[src/rtl/cursor_ctrl_pkg.sv]
// Shared definitions for the text-cursor controller: opcodes, FSM states,
// geometry defaults and blink counter width.
package cursor_ctrl_pkg;

   localparam int COLS_DEF      = 80;
   localparam int ROWS_DEF      = 30;
   localparam int BLINK_RST_DEF = 30;
   localparam int CNT_W         = 8;

   typedef enum logic [2:0] {
      OP_NOP       = 3'd0,
      OP_SET_ROW   = 3'd1,
      OP_SET_COL   = 3'd2,
      OP_ADVANCE   = 3'd3,
      OP_NEWLINE   = 3'd4,
      OP_BACK      = 3'd5,
      OP_ENABLE    = 3'd6,
      OP_SET_BLINK = 3'd7
   } op_e;

   typedef enum logic [1:0] {
      ST_IDLE,
      ST_EXEC,
      ST_SCROLL_WAIT
   } state_e;

endpackage

[src/rtl/cursor_blink.sv]
// Cursor blink timing: vsync synchroniser, frame-tick edge detect and
// half-period counter driving the flash phase.
module cursor_blink
   import cursor_ctrl_pkg::*;
(
   input  logic             clk_i,
   input  logic             rst_n_i,
   input  logic             vsync_i,
   input  logic             restart_i,
   input  logic [CNT_W-1:0] period_i,
   output logic             phase_o
);

   logic [1:0]       sync_q;
   logic             vs_prev_q;
   logic             tick;
   logic [CNT_W-1:0] cnt_q, cnt_d;
   logic             phase_q, phase_d;

   assign tick = sync_q[1] & ~vs_prev_q;

   always_ff @(posedge clk_i or negedge rst_n_i) begin
      if (!rst_n_i) begin
         sync_q    <= '0;
         vs_prev_q <= 1'b0;
         cnt_q     <= '0;
         phase_q   <= 1'b1;
      end else begin
         sync_q    <= {sync_q[0], vsync_i};
         vs_prev_q <= sync_q[1];
         cnt_q     <= cnt_d;
         phase_q   <= phase_d;
      end
   end

   // A restart takes priority over a coincident frame tick.
   always_comb begin
      cnt_d   = cnt_q;
      phase_d = phase_q;
      if (restart_i || (period_i == '0)) begin
         cnt_d   = '0;
         phase_d = 1'b1;
      end else if (tick) begin
         if (cnt_q == period_i - CNT_W'(1)) begin
            cnt_d   = '0;
            phase_d = ~phase_q;
         end else begin
            cnt_d = cnt_q + CNT_W'(1);
         end
      end
   end

   assign phase_o = phase_q;

endmodule

[src/rtl/cursor_ctrl.sv]
// Text-cursor controller: command handshake FSM, cursor position/enable
// registers and scroll request, with blink timing in cursor_blink.
module cursor_ctrl
   import cursor_ctrl_pkg::*;
#(
   parameter int COLS      = COLS_DEF,
   parameter int ROWS      = ROWS_DEF,
   parameter int BLINK_RST = BLINK_RST_DEF
) (
   input  logic       clk_i,
   input  logic       rst_n_i,
   input  logic       vsync_i,
   input  logic       cmd_valid_i,
   output logic       cmd_ready_o,
   input  logic [2:0] cmd_op_i,
   input  logic [7:0] cmd_data_i,
   output logic       scroll_req_o,
   input  logic       scroll_ack_i,
   output logic       err_o,
   output logic       cursor_en_o,
   output logic       c_flash_o,
   output logic [7:0] cursor_row_o,
   output logic [7:0] cursor_col_o
);

   localparam logic [7:0] COLS_L  = 8'(COLS);
   localparam logic [7:0] ROWS_L  = 8'(ROWS);
   localparam logic [7:0] COL_MAX = 8'(COLS - 1);
   localparam logic [7:0] ROW_MAX = 8'(ROWS - 1);

   state_e           state_q, state_d;
   op_e              op_q, op_d;
   logic [7:0]       data_q, data_d;
   logic [7:0]       row_q, row_d;
   logic [7:0]       col_q, col_d;
   logic             en_q, en_d;
   logic [CNT_W-1:0] period_q, period_d;
   logic             err;
   logic             scroll_need;
   logic             restart;

   always_ff @(posedge clk_i or negedge rst_n_i) begin
      if (!rst_n_i) begin
         state_q  <= ST_IDLE;
         op_q     <= OP_NOP;
         data_q   <= '0;
         row_q    <= '0;
         col_q    <= '0;
         en_q     <= 1'b0;
         period_q <= CNT_W'(BLINK_RST);
      end else begin
         state_q  <= state_d;
         op_q     <= op_d;
         data_q   <= data_d;
         row_q    <= row_d;
         col_q    <= col_d;
         en_q     <= en_d;
         period_q <= period_d;
      end
   end

   always_comb begin
      state_d     = state_q;
      op_d        = op_q;
      data_d      = data_q;
      row_d       = row_q;
      col_d       = col_q;
      en_d        = en_q;
      period_d    = period_q;
      err         = 1'b0;
      scroll_need = 1'b0;
      case (state_q)
         ST_IDLE: begin
            if (cmd_valid_i) begin
               op_d    = op_e'(cmd_op_i);
               data_d  = cmd_data_i;
               state_d = ST_EXEC;
            end
         end
         ST_EXEC: begin
            case (op_q)
               OP_SET_ROW: begin
                  if (data_q < ROWS_L) row_d = data_q;
                  else                 err   = 1'b1;
               end
               OP_SET_COL: begin
                  if (data_q < COLS_L) col_d = data_q;
                  else                 err   = 1'b1;
               end
               OP_ADVANCE: begin
                  if (col_q < COL_MAX) begin
                     col_d = col_q + 8'd1;
                  end else begin
                     col_d = '0;
                     if (row_q == ROW_MAX) scroll_need = 1'b1;
                     else                  row_d       = row_q + 8'd1;
                  end
               end
               OP_NEWLINE: begin
                  col_d = '0;
                  if (row_q == ROW_MAX) scroll_need = 1'b1;
                  else                  row_d       = row_q + 8'd1;
               end
               OP_BACK: begin
                  if (col_q != '0) begin
                     col_d = col_q - 8'd1;
                  end else if (row_q != '0) begin
                     col_d = COL_MAX;
                     row_d = row_q - 8'd1;
                  end
               end
               OP_ENABLE:    en_d     = data_q[0];
               OP_SET_BLINK: period_d = CNT_W'(data_q);
               default:      ;
            endcase
            state_d = scroll_need ? ST_SCROLL_WAIT : ST_IDLE;
         end
         ST_SCROLL_WAIT: begin
            if (scroll_ack_i) state_d = ST_IDLE;
         end
         default: state_d = ST_IDLE;
      endcase
   end

   // Only a real position change or a new blink period restarts the blink.
   assign restart = (state_q == ST_EXEC) &&
                    ((row_d != row_q) || (col_d != col_q) || (op_q == OP_SET_BLINK));

   cursor_blink u_blink (
      .clk_i    (clk_i),
      .rst_n_i  (rst_n_i),
      .vsync_i  (vsync_i),
      .restart_i(restart),
      .period_i (period_q),
      .phase_o  (c_flash_o)
   );

   assign cmd_ready_o  = (state_q == ST_IDLE);
   assign scroll_req_o = (state_q == ST_SCROLL_WAIT);
   assign err_o        = err;
   assign cursor_en_o  = en_q;
   assign cursor_row_o = row_q;
   assign cursor_col_o = col_q;

endmodule

[config.mk]
export PLATFORM = sky130hd
export DESIGN_NAME = cursor_ctrl
export DESIGN_NICKNAME = d
export VERILOG_FILES = /design/src/rtl/cursor_ctrl_pkg.sv /design/src/rtl/cursor_blink.sv /design/src/rtl/cursor_ctrl.sv
export SDC_FILE = /design/constraint.sdc
export NUM_CORES = 1
export LEC_CHECK = 0
export BUFFER_PORTS_ARGS = -buffer_cell sky130_fd_sc_hd__buf_2
export CORE_MARGIN = 1.5
export CORE_UTILIZATION = 54
export CTS_CLUSTER_DIAMETER = 80
export DETAILED_ROUTE_END_ITERATION = 10
export PLACE_DENSITY = 0.85
export SYNTH_ARGS = -nofsm -noshare
export SYNTH_HDL_FRONTEND = slang
export SYNTH_HIERARCHICAL = 1
export SYNTH_SLANG_ARGS = --single-unit
[constraint.sdc]
create_clock -name clk_i -period 3.7 [get_ports clk_i]
set_input_delay 0.74 -clock clk_i [delete_from_list [all_inputs] [get_ports clk_i]]
set_output_delay 0.74 -clock clk_i [all_outputs]
set_load 0.02 [all_outputs]
## Yosys cells after proc, flatten, opt, wreduce, memory -nomap -nowiden

Cells that the tools add are included.

| operators by class | value |
|---|---|
| muxes and demuxes | 31 |
| reductions and logical operators | 15 |
| bitwise logic cells | 3 |
| add/sub/neg operators | 6 |
| eq/ne operators | 15 |
| $lt $le $gt $ge | 3 |

Operators by type and width:

| cell | count |
|---|---|
| $mux 8 | 14 |
| $pmux 8 s4 | 2 |
| $add 8x1->8 const B | 3 |
| $sub 8x1->8 const B | 3 |
| $lt 8x7->1 const B | 2 |
| $ne 8x8->1 | 2 |
| $reduce_bool 8->1 | 2 |
| $eq 3x3->1 const B | 4 |
| $reduce_and 2->1 | 5 |
| $mux 1 | 9 |
| $eq 8x5->1 const B | 1 |
| $eq 8x8->1 | 1 |
| $logic_not 8->1 | 1 |
| $lt 8x5->1 const B | 1 |
| $eq 3x2->1 const B | 2 |
| $mux 2 | 3 |
| $pmux 2 s3 | 1 |
| $pmux 1 s2 | 2 |
| $reduce_bool 2->1 | 2 |
| $eq 3x1->1 const B | 1 |
| $logic_or 1x1->1 | 3 |
| $eq 2x1->1 const B | 1 |
| $eq 2x2->1 const B | 1 |
| $logic_not 2->1 | 1 |
| 5 further kinds | 6 |

| word-level totals | value |
|---|---|
| output and inout port bits | 21 |
| logic and storage cells | 84 |
| input bits | 16 |
| bits in registers | 50 |

## Depth between registers and ports, before layout

Gate-level depths: netlist of the first run.

| depth | value |
|---|---|
| depth in word-level cells | 12 |
| depth in mapped cells | 16 |
| gate-level depth less buffers | 15 |

## Modules after synthesis

Netlist of the first run, hierarchy kept.

Modules (own cells, without submodules):

| module | times used | seq. area each (um^2) | cells each | area an instance (um^2) |
|---|---|---|---|---|
| cursor_ctrl | 1 | 955.9 | 353 | 3015.4 |
| cursor_blink | 1 | 301.5 | 91 | 834.6 |

## Least setup slack after synthesis of the first run

Ideal clock, no wire load.

| timing path | value |
|---|---|
| path type | reg2reg |
| start point | register col_q[0] (netlist: cursor_col_o[0]) |
| end point | register u_blink.cnt_q[5] |
| path buffers | 1 |
| stages on the path, launching flop included | 17 |
| setup time | 135 ps |
| arrival | 3459 ps |
| setup slack | 107 ps |
| clock period less this slack | 3593 ps |
| data required time | 3565 ps |
| cell sequence | dfrtp_1 inv_1 ha_1 or3b_2 nor2_8 nor2b_2 o2111a_1 a2111oi_2 nand4b_1 nor3_1 a41oi_1 a31o_2 clkbuf_1 o211a_1 nand4_1 xor2_1 nor3_1 |

| between the ends | value |
|---|---|
| longest elaborated chain between the ends | 10 |
| elaborated cells on any way between the ends | 22 |
| those cells by class | 2 x add/sub; 1 x order compare; 2 x eq/ne; 11 x mux; 6 x reduce/logical |

Ends and longest elaborated chain:

| what | RTL line | RTL |
|---|---|---|
| start: declaration | cursor_ctrl.sv:35 | `logic [7:0] col_q, col_d;` |
| start signal: assignment | cursor_ctrl.sv:56 | `col_q <= col_d;` |
| $sub 8x1->8 (tied with other cells) | cursor_ctrl.sv:106 | `col_d = col_q - 8'd1;` |
| $mux 8 (on tied branches) | cursor_ctrl.sv:105, cursor_ctrl.sv:91 |  |
| $pmux 8 s4 | cursor_ctrl.sv:81 | `case (op_q)` |
| $mux 8 | cursor_ctrl.sv:72 | `case (state_q)` |
| $ne 8x8->1 | cursor_ctrl.sv:127 | `((row_d != row_q) \|\| (col_d != col_q) \|\| (op_q == OP_SET_BLINK));` |
| $logic_or 1x1->1 (*) (2 in series) | cursor_ctrl.sv:127 |  |
| $logic_and 1x1->1 (*) | cursor_ctrl.sv:126 | `assign restart = (state_q == ST_EXEC) &&` |
| named net restart | cursor_ctrl.sv:40 | `logic restart;` |
| $logic_or 1x1->1 (*) | cursor_blink.sv:40 | `if (restart_i \|\| (period_i == '0)) begin` |
| $mux 8 / $reduce_bool 2->1 (equally long branches) | -- |  |
| end signal: assignment | cursor_blink.sv:31 | `cnt_q <= cnt_d;` |
| end: declaration | cursor_blink.sv:17 | `logic [CNT_W-1:0] cnt_q, cnt_d;` |

The timed path passes the listed nets; every way through them passes the cells marked *.
A chain may end at the register's enable or synchronous reset.

## Worst setup path after layout of the first run

| timing path | value |
|---|---|
| start point | register col_q[0] (netlist: cursor_col_o[0]) |
| end point | register u_blink.cnt_q[3] |

The elaborated chain is that of the path after synthesis.

==> results of run 1 <==
## cell families after synthesis
group	synth area share
simple gates	0.2766
compound gates	0.2262
flops	0.3266
buf+inv	0.03835
mux	0.06337
xor+xnor	0.03640
fa+ha+maj	0.03250
## cells in the final DEF (no fill, tap or decap), types with 4 or more instances in the layout
cell type,instances
o211a_1,5
o31ai_1,4
nand3_1,18
buf_4,24
mux2_2,19
nand2b_1,9
and2_1,4
or3_1,6
o21ai_0,21
ha_1,10
a21oi_1,20
xnor2_1,9
xor2_1,7
buf_2,36
a31oi_1,9
and3_1,5
o21ai_1,4
clkbuf_8,5
a22o_1,6
nor3_1,20
dfstp_2,5
o21a_1,4
nor2_1,33
o22ai_1,7
nor2b_1,6
dfrtp_1,45
a211o_1,5
a32oi_1,5
o211ai_1,5
nand2_1,38
nor4_1,6
nand4_1,5
nor3b_1,4
inv_1,14
## cell type report
type	instances	area [um^2]
repair buffers	60	360.3
clock inverters	3	28.78
multi-input cells	357	2452
flip-flops and latches	50	1257
well taps	96	120.1
fillers	595	2491
inverters	14	52.55
clock buffers	5	68.82
## registers in the layout, indices dropped and copies added, names as in the netlist, 2 cells and up
register and flops:
cursor_col_o 8, cursor_row_o 8, data_q 8, op_q 3, period_q 8, state_q 2, u_blink/cnt_q 8, u_blink/sync_q 2
## power breakdown
part | total (W) | internal [W] | switching [W]
Sequential | 0.000973 | 0.000723 | 0.000250
Combinational | 0.00187 | 0.000768 | 0.00110
Clock | 0.000361 | 0.000142 | 0.000219
Total | 0.00321 | 0.00163 | 0.00157
## per-layer routing
| metal | vias up | part of all wire | wire (um) |
|---|---|---|---|
| met3 | 29 | 0.088 | 994 |
| met5 | - | 0 | 0 |
| met4 | 0 | 0.022 | 246 |
| met1 | 1806 | 0.44 | 4905 |
| met2 | 258 | 0.45 | 5122 |
| li1 | 1751 | - | - |
## worst register-to-register path, stage by stage (launching register included)
cell and delay, ns:
dfrtp_1 0.39, buf_4 0.16, ha_1 0.23, and3_1 0.26, o211a_1 0.29, o21ai_1 0.50
a211oi_1 0.15, a21oi_1 0.17, nand2_1 0.08, nor3_1 0.13, a41oi_1 0.17, a31o_2 0.26
o211a_1 0.25, nand2_1 0.08, xor2_1 0.17, nor3_1 0.07
## worst min-delay path by stage
stage               cells past startpoint                         from                     endpoint
floorplan                               0  u_blink/sync_q[0]$_DFF_PN0_  u_blink/sync_q[1]$_DFF_PN0_
CTS                                     0  u_blink/sync_q[0]$_DFF_PN0_  u_blink/sync_q[1]$_DFF_PN0_
finish                                  0  u_blink/sync_q[0]$_DFF_PN0_  u_blink/sync_q[1]$_DFF_PN0_
global placement                        0  u_blink/sync_q[0]$_DFF_PN0_  u_blink/sync_q[1]$_DFF_PN0_
detailed placement                      0  u_blink/sync_q[0]$_DFF_PN0_  u_blink/sync_q[1]$_DFF_PN0_
global route                            0  u_blink/sync_q[0]$_DFF_PN0_  u_blink/sync_q[1]$_DFF_PN0_
## synthesized netlist by cell type (all sizes together) (10+ instances only)
master / n
dfrtp: 45
ha: 10
nor3: 23
nand3: 20
inv: 14
nor2: 35
a21oi: 20
mux2: 19
nand2: 38
clkbuf: 16
o21ai: 25
## metrics by stage
| step | instances | power, W | setup WS [ns] | hold WS [ns] | cell area [um^2] |
|---|---|---|---|---|---|
| floorplan | 444 | 0.002198 | 0.1067 | 0.3312 | 3850 |
| global placement | 577 | 0.002750 | 0.2901 | 0.3332 | 4235 |
| detailed placement | 577 | 0.002785 | 0.2246 | 0.3409 | 4235 |
| CTS | 585 | 0.003155 | 0.2030 | 0.3656 | 4333 |
| global route | 585 | 0.003406 | 0.02494 | 0.3776 | 4340 |
| finish | 585 | 0.003206 | 0.2124 | 0.3643 | 4340 |
==> results.md, run 1 <==
STA:
- Setup repair after global routing left no endpoint under its margin.
- Headroom to the max-slew limit came out at 0.2265.
- The number of hold violations in the final report was 0.
- Setup violations remaining at the end of the flow were counted as 0.
- The total negative setup slack is 0 ns.
- Between clock sinks in the finished design, the worst skew comes to 0.005586 ns.
- The pin slew with the least headroom to its limit is 1.160 ns.
- The max-slew violation count is 0.
- After layout, the minimum clock period comes to 3.488 ns.
- Dividing the final minimum period by the clock period gives 0.9426.
- Static timing analysis puts the maximum clock frequency at 286.7 MHz.

Place:
- During placement, the flow inserted port buffers numbering 36.
- The HPWL after detailed placement is 8366 um.
- The congestion estimate from routability-driven global placement came to 1.115.

Worst setup path:
- The element type at the critical path end is a flip-flop.
- The worst setup path startpoint is cursor_col_o[0]$_DFF_PN0_.
- Together, buffers and inverters on the worst path number 1.
- The capturing element of the worst setup path is u_blink/cnt_q[3]$_DFFE_PN0P_.
- The worst register-to-register path begins at cursor_col_o[0]$_DFF_PN0_.
- On the critical path, the stage with the largest delay is an instance of o21ai_1.
- The worst reg2reg path endpoint is u_blink/cnt_q[3]$_DFFE_PN0P_.
- The worst path required time is 3.91 ns.
- The delay contributed by the slowest stage of the critical path is 0.50 ns.
- The total number of cells along the worst setup path is 15.
- In this run the worst path has a maximum fanout of 7.
- The critical path goes through buf_4 -> ha_1 -> and3_1 -> o211a_1 -> o21ai_1 -> a211oi_1 -> a21oi_1 -> nand2_1 -> nor3_1 -> a41oi_1 -> a31o_2 -> o211a_1 -> nand2_1 -> xor2_1 -> nor3_1.
- The cell class contributing the biggest share of worst-path delay is compound AO/OA/AOI/OAI gates.
- The startpoint kind of the worst setup timing path is a flip-flop.
- The endpoint arrival time on the critical path is 3.69 ns.
- The cell count of the worst reg-to-reg path is 15.
- The classification of the worst setup path is flip-flop to flip-flop.
- The setup slack of the most critical reg-to-reg path is 0.21 ns.

Detailed routing:
- The detailed-router iteration count before antenna repair is 6.
- The routed wire length per instance is 19.26 um.
- The detail route stage leaves a number of antenna-violating nets equal to 0.
- After detailed routing, the number of vias per cell comes to 6.571.
- In the routed design, unresolved DRC markers number 0.
- The total detailed-routing wirelength is 11270 um.
- For this block, the via count after detailed routing is 3844.
- The detailed router finished its first iteration with 400 violations.

Finish:
- At the end of the flow, the number of nets in the layout was 514.
- The number of diodes is 0.
- Compared with the post-synthesis result, the final layout area differs by 12.74%.
- The final cell utilization of the core is 0.6353.
- Of the cells placed in the final design, the portion with a size suffix greater than 1 is 0.2372.

Synthesis:
- The number of flip-flops and latches in the synthesized netlist is 50.
- The netlist area before placement is 3850 um^2.
- Synthesis instantiated 76 different standard cells from the library.
- dfrtp_1 takes more of the synthesized area than any other cell.
- The number of enable-type register cells in the synthesized netlist is 0.
- The flip-flop cell with the highest count after synthesis is dfrtp_1.
- The area fraction of the dominant cell type after synthesis is 0.2925.
- In the synthesized netlist, the number of instances is 444.
- Sorting the synthesized cells by area gives the leading types as dfrtp_1, mux2_2, nand2_1, dfstp_2, ha_1.
- Of all flip-flops after synthesis, the portion carrying an async set or reset was 1.000.
- The post-synthesis net count is 470.
- The share of the Yosys chip area taken by registers is 0.3266.
- A synthesized cell averages 8.671 um^2.
- The synthesis warning total is 6.

Outcome:
- The flow ran to the end, and the final reports show no timing, DRC or antenna violations.

Floorplanning:
- The die width is 87.44 um.
- The die span in y is 87.44 um.
- The number of ports placed on the die boundary is 37.
- The area inside the core boundary is 6832 um^2.
- The die area is 7645 um^2.
- The effective utilization at floorplan is 0.5636.
- The cell row count is 30.

Flow run:
- Across the run, the number of max-cap violations was 0.

Clocking:
- The count of hold-fix buffers inserted at cts is 0.
- The clock reaches the later pin of the worst-skew pair after 0.32 ns.
- Once the clock tree was built, the resizer swapped 0 gates to a different size.
- The CTS sink count is 50.
- The number of H-tree levels is 2.
- The cell sitting at the root of the clock tree is a clkbuf_8.
- The clock-pin transition on the worst setup and hold timing paths is 0.11 ns.
- The worst-case clock buffer depth is 2.
- The TritonCTS clock tree is built.
- The number of buffers inserted during clock tree synthesis is 5.
- The post-CTS repair timing setup buffer count is 0.

Power:
- For this design the static power due to leakage is 1.863 nW.
- The worst-case vdd ir drop is 0.0004420 V.
- The power per cell area is 738.7 nW/um^2.

GRT:
- The number of global-route vias before repair came to 3562.
- The global routing met1 resource utilization is 0.4486.
- Entering global routing, the biggest net connects 51 pins.
- The global routing met3 resource utilization is 0.03412.
- The sum of overflow across all layers after global routing is 0.
- In the global route stage, overall resource usage came out at 0.3060.
- The global-route met2 utilization is 0.4671.
- The first-pass GRT wire length is 18100 um.
- The highest-utilization routing layer at the global route stage is met2.
- The initial antenna violation count is 0.

Min path:
- In this run the worst hold path is classified as flip-flop to flip-flop.
Power figures use the tool's default switching activity.
==> run 2: changes to the inputs <==
Settings changed: BUFFER_PORTS_ARGS -buffer_cell sky130_fd_sc_hd__buf_2 to -buffer_cell sky130_fd_sc_hd__clkbuf_2.
==> results.md, run 2 (synthesized netlist as in run 1, its figures left out) <==
Clocking:
- The cell at the root of the clock tree is clkbuf_8.
- The insertion delay to the later sink of the worst-skew pair came to 0.32 ns (about the same).
- The CTS sink count is 50 (unchanged).
- TritonCTS built the clock tree.
- The number of buffers inserted during clock tree synthesis is 5 (unchanged).
- The count of hold-fix buffers inserted at cts was 0 (unchanged).
- The number of H-tree levels is 2 (unchanged).
- The worst-case clock buffer depth is 2 (unchanged).
- The clock-pin transition on the worst setup and hold timing paths came to 0.11 ns (about the same).

Power:
- The leakage component of the power is 1.883 nW (+1.1%).
- The power per cell area was 741.3 nW/um^2 (+0.35%).
- The worst-case vdd ir drop is 0.0005000 V (+13%).
- The final total power is 0.003248 W (+1.3%).

STA:
- The number of hold violations in the final report is 0 (unchanged).
- The period utilization is 0.9474 (+0.004801).
- The total negative setup slack is 0 ns (unchanged).
- The relative slew slack is 0.4257 (+0.1993).
- The clock period minus worst slack is 3.505 ns (+0.01776 ns).
- The post-route worst setup slack was 0.1946 ns (-0.01776 ns).
- The setup violation total in the final timing report is 0 (unchanged).
- The max-slew violation count is 0 (unchanged).
- The timing-limited maximum frequency was 285.3 MHz (-0.51%).
- The pin slew with the least headroom to its limit came to 0.8609 ns (-0.2994 ns).
- The final clock skew was 0.008454 ns (+0.002869 ns).
- Setup repair after global routing left no endpoint under its margin.

Finish:
- The post-layout net count came to 519 (+0.97%).
- The area growth from synthesis to layout is 13.81%.
- Leaving out fill and tap cells, the most frequent cell in the layout is dfrtp_1.
- In the layout the commonest cells are dfrtp_1, nand2_1, clkbuf_2.
- The layout cell share with drive strength beyond 1 was 0.2470 (+0.009745).
- The final-layout fill cell count came to 615 (+3.4%).
- The final standard cell count with taps included and fillers excluded is 590 (+0.85%).
- The number of diodes is 0 (unchanged).

GRT:
- The sum of overflow across all layers after global routing is 0 (unchanged).
- The overall track demand over capacity in global routing is 0.3002 (-0.005788).
- The number of global-route vias before repair was 3538 (-0.67%).
- The initial antenna violation count is 0 (unchanged).
- The largest net degree at the start of global routing is 34 (-33%).
- The first-pass GRT wire length is 17660 um (-2.4%).

Floorplanning:
- The die width was 87.44 um (unchanged).
- The die span in y came to 87.44 um (unchanged).
- The cell row count is 30 (unchanged).
- The area inside the core boundary was 6832 um^2 (unchanged).
- The effective utilization at floorplan is 0.5636 (unchanged).
- The die area came to 7645 um^2 (unchanged).
- The number of ports placed on the die boundary was 37 (unchanged).

Worst setup path:
- The largest fanout on the critical path is 7 (unchanged).
- The endpoint arrival time on the critical path is 3.75 ns (+0.06 ns).
- The delay contributed by the slowest stage of the critical path is 0.40 ns (-0.10 ns).
- The cell class contributing the biggest share of worst-path delay is compound AO/OA/AOI/OAI gates.
- The worst path required time is 3.94 ns (+0.03 ns).
- The critical path goes through buf_4 -> ha_1 -> and3_1 -> o211ai_1 -> buf_4 -> a21oi_1 -> nor4_1 -> a32oi_1 -> o21ai_0 -> a21oi_1 -> a41oi_1 -> a31o_2 -> o211a_1 -> nand4_1 -> xor2_1 -> nor3_1.
- The critical path in this run is classified as flip-flop to flip-flop.
- The cell count of the worst reg-to-reg path is 16 (+1).
- The buffering stage count on the worst path with inverters included came to 2 (+1).
- The cell at the slowest stage of the critical path is dfrtp_1.
- The worst setup path is captured at a flip-flop.
- In this run the critical register-to-register path is captured at u_blink/cnt_q[5]$_DFFE_PN0P_.
- The setup slack of the most critical reg-to-reg path is 0.19 ns (-0.02 ns).
- The worst reg2reg path startpoint is cursor_col_o[0]$_DFF_PN0_.
- STA classifies the critical path startpoint as a flip-flop.

Place:
- The pre-CTS setup slack came to 0.2257 ns (+0.001086 ns).
- The count of port buffers added during placement was 36 (unchanged).
- The count of placed standard cells including taps is 580 (+0.52%).
- The global placer's final weighted congestion was 0.9938 (-11%).
- The HPWL after detailed placement was 8495 um (+1.5%).

Detailed routing:
- The vias per cell is 6.527 (-0.67%).
- The remaining routing DRC violations came to 0 (unchanged).
- The count of nets left with antenna violations after detail routing is 0 (unchanged).
- The detailed-router iteration count before antenna repair is 5 (-1).
- The total detailed-routing wirelength is 11190 um (-0.70%).
- The overall via count from detail_route is 3851 (+0.18%).
- The routed wire length per instance came to 18.97 um (-1.5%).
- The detailed router's first-iteration violation count is 381 (-4.8%).

Outcome:
- The flow ran to the end, and the final reports show no timing, DRC or antenna violations.

Min path:
- The min-delay analysis places its worst path in the category input pin to async pin.

Flow run:
- The max-capacitance violation count is 0 (unchanged).
[run 2: cell types whose count changed in the layout (fill, tap and decap cells not counted)]
cell and delta:
o21ai_2 +1, buf_2 -36, o21ai_1 -1, clkbuf_2 +36
buf_4 +5
[run 2: per-stage QoR]
step	cell area [um^2]	utilization	hold slack, ns
after floorplan	3850	-	0.3312
after global placement	4258	0.6233	0.3336
after detailed placement	4258	0.6233	0.3393
after CTS	4355	0.6375	0.3632
after global routing	4382	0.6414	0.3686
final	4382	0.6414	0.3462
[run 2: repair_timing]
item,CTS,global route
endpoints found under the setup margin,0,4
gates resized for setup,0,3
setup buffers,0,2
[run 2: final cells by class]
type	instances	area (um^2)	share of cell area
multi-input combinational	357	2456	0.5605
inverter	14	52.55	0.01199
clock inverter	3	28.78	0.006568
timing repair buffer	65	397.9	0.09081
tap	96	120.1	0.02741
sequential	50	1257	0.2870
clock buffer	5	68.82	0.01571
[run 2: how the worst max path moves through the flow]
stage | startpoint | end | slack [ns] | cells past startpoint
2_1_floorplan | cursor_col_o[0]$_DFF_PN0_ | u_blink/cnt_q[5]$_DFFE_PN0P_ | 0.11 | 16
3_3_place_gp | cursor_col_o[0]$_DFF_PN0_ | u_blink/cnt_q[5]$_DFFE_PN0P_ | 0.29 | 15
3_5_place_dp | cursor_col_o[1]$_DFF_PN0_ | u_blink/cnt_q[7]$_DFFE_PN0P_ | 0.23 | 15
4_1_cts | cursor_col_o[1]$_DFF_PN0_ | u_blink/cnt_q[5]$_DFFE_PN0P_ | 0.20 | 15
5_1_grt | cursor_col_o[0]$_DFF_PN0_ | u_blink/cnt_q[5]$_DFFE_PN0P_ | 0.003 | 14
6_report | cursor_col_o[0]$_DFF_PN0_ | u_blink/cnt_q[5]$_DFFE_PN0P_ | 0.19 | 16
[run 2: worst reg2reg max path, cell delays in order, from the launching register on]
cell and delay, ns:
dfrtp_1 0.40, buf_4 0.16, ha_1 0.23, and3_1 0.27
o211ai_1 0.30, buf_4 0.18, a21oi_1 0.11, nor4_1 0.30
a32oi_1 0.11, o21ai_0 0.23, a21oi_1 0.09, a41oi_1 0.30
a31o_2 0.17, o211a_1 0.20, nand4_1 0.12, xor2_1 0.16
nor3_1 0.13
[run 2: power by group]
| group | leakage (nW) | total (W) | switching (W) | internal [W] |
|---|---|---|---|---|
| Sequential | 0.622 | 0.000961 | 0.000237 | 0.000724 |
| Clock | 0.0506 | 0.000364 | 0.000222 | 0.000142 |
| Combinational | 1.21 | 0.00192 | 0.00114 | 0.000784 |
[run 2: layer usage]
layer | vias to the layer above | global-route usage | part of all wire
met5 | - | 0 | 0
met4 | 0 | 0.1010 | 0.023
met3 | 37 | 0.04929 | 0.080
met2 | 211 | 0.4664 | 0.46
met1 | 1845 | 0.4252 | 0.44
li1 | 1758 | - | -
